### src/rtl/stim_driver_pkg.sv
// Shared types and constants for the stim_driver slice: FSM states, LFSR and MISR
// widths/taps, and their next-value helpers.
package stim_driver_pkg;

    typedef enum logic [1:0] {
        ST_IDLE  = 2'd0,
        ST_RUN   = 2'd1,
        ST_DRAIN = 2'd2,
        ST_DONE  = 2'd3
    } state_e;

    localparam int                LFSR_W    = 4;
    localparam logic [LFSR_W-1:0] LFSR_TAPS = 4'b1001;
    localparam int                MISR_W    = 8;
    localparam logic [MISR_W-1:0] MISR_TAPS = 8'b1011_1000;
    localparam int                SIG_W     = 8;
    localparam int                RESP_W    = 3;
    localparam int                CNT_W     = 8;

    // Shift left, feedback bit is the XOR of the tapped bits (3 and 0 -> period 15).
    function automatic logic [LFSR_W-1:0] lfsr_next(input logic [LFSR_W-1:0] v);
        return {v[LFSR_W-2:0], ^(v & LFSR_TAPS)};
    endfunction

    function automatic logic [MISR_W-1:0] misr_next(input logic [MISR_W-1:0] s,
                                                    input logic [RESP_W-1:0] d);
        return {s[MISR_W-2:0], ^(s & MISR_TAPS)} ^ {{(MISR_W-RESP_W){1'b0}}, d};
    endfunction

endpackage

### src/rtl/stim_misr.sv
// Response signature register (MISR). Instantiated by stim_driver only when
// STIM_DRIVER_MISR_EN is defined.
module stim_misr
    import stim_driver_pkg::*;
(
    input  logic              i_clk,
    input  logic              i_rst_n,
    input  logic              i_clr,
    input  logic              i_en,
    input  logic [RESP_W-1:0] i_data,
    output logic [SIG_W-1:0]  o_sig
);

    logic [MISR_W-1:0] r_sig;

    always_ff @(posedge i_clk or negedge i_rst_n) begin
        if (!i_rst_n) begin
            r_sig <= '0;
        end else if (i_clr) begin
            r_sig <= '0;
        end else if (i_en) begin
            r_sig <= misr_next(r_sig, i_data);
        end
    end

    assign o_sig = r_sig;

endmodule

### src/rtl/stim_driver.sv
// LFSR stimulus driver with a latency-matched capture pipeline and optional
// response signature (enabled by the STIM_DRIVER_MISR_EN macro).
module stim_driver
    import stim_driver_pkg::*;
#(
    parameter int                VEC_COUNT = 16,   // 1..255
    parameter int                LATENCY   = 2,    // 1..4
    parameter logic [LFSR_W-1:0] SEED      = 4'h1  // nonzero
) (
    input  logic              CLK,
    input  logic              RSTN,
    input  logic              START,
    input  logic              ABORT,
    input  logic [RESP_W-1:0] S_IN,
    output logic [LFSR_W-1:0] I_OUT,
    output logic              BUSY,
    output logic              DONE,
    output logic              CAP_VALID,
    output logic [SIG_W-1:0]  SIG,
    output state_e            o_dbg_state,
    output logic [RESP_W-1:0] o_dbg_resp
);

    localparam logic [CNT_W-1:0] CNT_MAX    = CNT_W'(VEC_COUNT);
    localparam logic [2:0]       DRAIN_LAST = 3'(LATENCY - 1);

    state_e              r_state;
    logic [LFSR_W-1:0]   r_lfsr;
    logic [LFSR_W-1:0]   r_iout;
    logic [CNT_W-1:0]    r_cnt;
    logic [2:0]          r_drain;
    logic [LATENCY-1:0]  r_vpipe;
    logic                r_busy;
    logic                r_done;
    logic                r_cap;
    logic [RESP_W-1:0]   r_resp;

    logic                w_start;
    logic                w_issue;
    logic                w_capture;

    assign w_start   = START && !ABORT && ((r_state == ST_IDLE) || (r_state == ST_DONE));
    assign w_issue   = !ABORT && (w_start || ((r_state == ST_RUN) && (r_cnt < CNT_MAX)));
    assign w_capture = r_vpipe[LATENCY-1] && !ABORT;

    // r_lfsr always equals the vector being presented on I_OUT during RUN.
    always_ff @(posedge CLK or negedge RSTN) begin
        if (!RSTN) begin
            r_state <= ST_IDLE;
            r_lfsr  <= SEED;
            r_iout  <= '0;
            r_cnt   <= '0;
            r_drain <= '0;
            r_busy  <= 1'b0;
            r_done  <= 1'b0;
        end else if (ABORT) begin
            r_state <= ST_IDLE;
            r_iout  <= '0;
            r_cnt   <= '0;
            r_drain <= '0;
            r_busy  <= 1'b0;
            r_done  <= 1'b0;
        end else begin
            case (r_state)
                ST_IDLE, ST_DONE: begin
                    if (START) begin
                        r_state <= ST_RUN;
                        r_lfsr  <= SEED;
                        r_iout  <= SEED;
                        r_cnt   <= CNT_W'(1);
                        r_busy  <= 1'b1;
                        r_done  <= 1'b0;
                    end
                end
                ST_RUN: begin
                    if (r_cnt < CNT_MAX) begin
                        r_lfsr <= lfsr_next(r_lfsr);
                        r_iout <= lfsr_next(r_lfsr);
                        r_cnt  <= r_cnt + CNT_W'(1);
                    end else begin
                        r_state <= ST_DRAIN;
                        r_iout  <= '0;
                        r_drain <= '0;
                    end
                end
                ST_DRAIN: begin
                    if (r_drain == DRAIN_LAST) begin
                        r_state <= ST_DONE;
                        r_busy  <= 1'b0;
                        r_done  <= 1'b1;
                    end else begin
                        r_drain <= r_drain + 3'd1;
                    end
                end
                default: begin
                    r_state <= ST_IDLE;
                    r_iout  <= '0;
                    r_busy  <= 1'b0;
                    r_done  <= 1'b0;
                end
            endcase
        end
    end

    // CAP_VALID is a valid-only strobe (no ready): it is high for the one cycle
    // after S_IN was sampled, aligned with the updated SIG.
    always_ff @(posedge CLK or negedge RSTN) begin
        if (!RSTN) begin
            r_vpipe <= '0;
            r_cap   <= 1'b0;
            r_resp  <= '0;
        end else if (ABORT) begin
            r_vpipe <= '0;
            r_cap   <= 1'b0;
        end else begin
            r_vpipe[0] <= w_issue;
            for (int i = 1; i < LATENCY; i++) begin
                r_vpipe[i] <= r_vpipe[i-1];
            end
            r_cap <= w_capture;
            if (w_capture) begin
                r_resp <= S_IN;
            end
        end
    end

`ifdef STIM_DRIVER_MISR_EN
    logic [SIG_W-1:0] w_sig;

    stim_misr u_misr (
        .i_clk   (CLK),
        .i_rst_n (RSTN),
        .i_clr   (w_start),
        .i_en    (w_capture),
        .i_data  (S_IN),
        .o_sig   (w_sig)
    );

    assign SIG = w_sig;
`else
    assign SIG = '0;
`endif

    assign I_OUT       = r_iout;
    assign BUSY        = r_busy;
    assign DONE        = r_done;
    assign CAP_VALID   = r_cap;
    assign o_dbg_state = r_state;
    assign o_dbg_resp  = r_resp;

endmodule
### config.mk
export PLATFORM = sky130hd
export DESIGN_NAME = stim_driver
export DESIGN_NICKNAME = d
export VERILOG_FILES = /design/src/rtl/stim_driver_pkg.sv /design/src/rtl/stim_misr.sv /design/src/rtl/stim_driver.sv
export SDC_FILE = /design/constraint.sdc
export NUM_CORES = 1
export LEC_CHECK = 0
export BUFFER_PORTS_ARGS = -buffer_cell sky130_fd_sc_hd__buf_2
export CAP_MARGIN = 20
export CORE_ASPECT_RATIO = 0.9
export CORE_MARGIN = 2
export CORE_UTILIZATION = 35
export DETAILED_ROUTE_END_ITERATION = 8
export GPL_TIMING_DRIVEN = 0
export PLACE_DENSITY = 0.57
export REMOVE_ABC_BUFFERS = 1
export SLEW_MARGIN = 20
export SYNTH_ARGS = -nofsm -noshare
export SYNTH_HDL_FRONTEND = slang
export SYNTH_HIERARCHICAL = 1
export SYNTH_SLANG_ARGS = --single-unit
### constraint.sdc
create_clock -name CLK -period 2.4 [get_ports CLK]
set_input_delay 0.24 -clock CLK [delete_from_list [all_inputs] [get_ports CLK]]
set_output_delay 0.24 -clock CLK [all_outputs]
set_load 0.005 [all_outputs]
==> metrics.csv <==
metric;value;unit
postLayoutSetupSlackWorst;0.199;ns
die_w;72.0;microns
fill_cells;396;
synth_seq_area_share;50.0;%
period_needed;2.20;ns
slew_headroom;55.2;%
post_cts_buffers;0;
clkTransAtPathRegs;0.06;ns
critPathMaxStageDelay;0.61;ns
synth_cell_type_count;36;
rows;22;
area_delta_synth_final;13.2;%
status;complete, but fails checks;
ys_seq_elements;29;
synth_largest_area_cell;dfrtp_1;
routedWlPerCell;12.7;microns
io_pins;27;
ir_drop;439;uV
core-area;0.00405;sq mm
endpoint_kind;register;
drv_slew;0;
syn_area_per_cell;10.2;sq um
p_per_area;998;mW/mm^2
grt.overflow.total;0;
p_sw_share;35.0;%
syn_inst;142;
drc;0;
path_class;register to register;
grt_start_max_net_pins;30;
antenna_found_initial;0;
reg2reg_setup_slack;0.20;ns
htree_num_levels;2;
cts-buffers-inserted;5;
grt_pass1_wl;4.89;mm
routabilityCongestion;0.779;
hold_path_class;primary input to async pin;
grt_setup_unrepaired;no;
cp-start-kind;register;
cap_violations;0;
initialDrtViolationCount;87;
arrival;2.37;ns
grt_usage;13.6;%
io_buffers;18;
required;2.57;ns
worstPathCellList;inv_1 > ha_1 > mux2i_1 > a21oi_1 > o2111a_1 > o21a_1;
async_flop_share;100;%
dpl_worst_slack;0.210;ns
grt_pass1_vias;1062;
p_leak;0.802;nW
critPathBufInv;1;
tightest_slew;0.654;ns
multiInputGateArea;649;sq um
clockPowerShare;24.2;%
reg2regPathDepth;6;
drt_pre_antenna_iters;4;
rr_startpoint;o_dbg_state[0];
vias_per_cell;4.94;
drive_above_1_share;22.7;%
clock_sinks;29;
die-area;0.00469;sq mm
cp_max_fo;8;
pwr-share-comb;34.8;%
synthTopCellsByArea;dfrtp_1 (48%), mux2_2 (5.4%), ha_1 (5.2%);
max_clock_freq;454;MHz
p_sw;0.576;mW
start_util;36.0;%
die_height;65.2;microns
final-hold-violation-count;28;
whs;-0.0107;ns
violations;negative hold slack;
period_share;91.7;%
internal_power;1.07;mW
slowest_stage;mux2i_1;
ant_nets;0;
clk_latency;0.27;ns
synth_edf_count;0;
finalSetupTns;0;ns
register_area;727;sq um
cp_top_family;multiplexers;
r2r_end;r_cnt[4];
p_seq_share;41.1;%
postCtsResizedCells;0;
drt-total-wl;2.67;mm
fin_skew;0.00213;ns
diodes;0;
setup_viol;0;
dr_total_vias;1042;
hold_buffers;0;
synth_top_area_share;48.2;%
syn_area;0.00146;sq mm
clockBufferDepth;2;
yosysMostFrequentCell;dfrtp_1;
synth_ff_type;dfrtp_1;
netlist_top_cells_count;dfrtp_1 (28), nand2_1 (14), a21oi_1 (11), inv_1 (9), nor2_1 (9);
yosys_warnings;6;
layout.nets;176;
clockRootBuffer;clkbuf_8;
cts_tree;built;
hpwl;1.87;mm
## registers in the layout, indices dropped and copies added, names as in the netlist
register,cells
o_dbg_state,2
r_vpipe,2
r_drain,3
DONE,1
r_lfsr,4
o_dbg_resp,3
CAP_VALID,1
I_OUT,4
BUSY,1
r_cnt,8
## logic make-up (layout without fill, tap and decap cells)
kind of cell | count (synthesis) | count (layout) | share of synthesized area, %
other | 1 | 8 | 0.258
XOR/XNOR | 1 | 1 | 0.602
adder cells (fa/ha/maj) | 6 | 6 | 5.16
flip-flops | 29 | 29 | 50.0
AO/OA/AOI/OAI | 31 | 31 | 14.3
buffers and inverters | 20 | 34 | 7.22
AND/OR/NAND/NOR | 44 | 44 | 15.0
multiplexers | 10 | 10 | 7.48
## power groups by stage
| stage | logic, mW | clock network, mW | registers, mW |
|---|---|---|---|
| after CTS | 0.580 | 0.413 | 0.674 |
| after floorplan | 0.399 | 0 | 0.675 |
| final | 0.571 | 0.398 | 0.675 |
| after global placement | 0.561 | 0 | 0.675 |
| after detailed placement | 0.576 | 0 | 0.681 |
| after global routing | 0.657 | 0.439 | 0.692 |
## area by class of cell
type	count	area share [%]
clock buffers	7	5.24
inverters	9	2.05
multi-input cells	100	39.4
flip-flops and latches	29	44.1
well taps	48	3.65
repair buffers	18	5.47
## worst max-delay path by stage
stage	start	slack, ns	end	depth (start not counted)
floorplan	o_dbg_state[0]	0.49	r_cnt[4]	6
global placement	o_dbg_state[0]	0.23	r_cnt[4]	6
detailed placement	o_dbg_state[0]	0.21	r_cnt[4]	6
CTS	o_dbg_state[0]	0.18	r_cnt[4]	6
global route	o_dbg_state[0]	0.03	r_cnt[4]	6
finish	o_dbg_state[0]	0.20	r_cnt[4]	6
## layout by cell type (no fill, tap or decap), types with 2 or more instances in the layout
| cell | count |
|---|---|
| nand2b_1 | 3 |
| nor2_1 | 9 |
| buf_2 | 18 |
| nor3_1 | 2 |
| o21a_1 | 3 |
| and2_1 | 2 |
| mux2i_1 | 3 |
| nor2b_1 | 2 |
| nand3_1 | 5 |
| nand2_1 | 14 |
| clkbuf_8 | 6 |
| nand3b_1 | 2 |
| ha_1 | 6 |
| mux2_2 | 7 |
| o21ai_0 | 7 |
| inv_1 | 9 |
| conb_1 | 8 |
| dfrtp_1 | 28 |
| a21oi_1 | 11 |
## metrics by stage
stage	std cells	area, sq um	util (%)	power [mW]	hold slack [ns]
5_1_grt	211	1650	40.7	1.79	0.0381
3_3_place_gp	204	1560	38.6	1.24	0.297
4_1_cts	211	1650	40.7	1.67	0.00439
2_1_floorplan	138	1410	-	1.07	-0.0556
6_report	211	1650	40.7	1.64	-0.0107
3_5_place_dp	204	1560	38.6	1.26	0.301
## layer usage
layer  track usage (%)  part of all wire (%)  vias up
met1              15.9                    44      507
met3              4.29                   3.7        6
met4              5.66                   1.9        0
met5                 0                     0        -
met2              23.0                    50       18
li1                  -                     -      511
No activity file was read; power rests on OpenSTA's default activity.
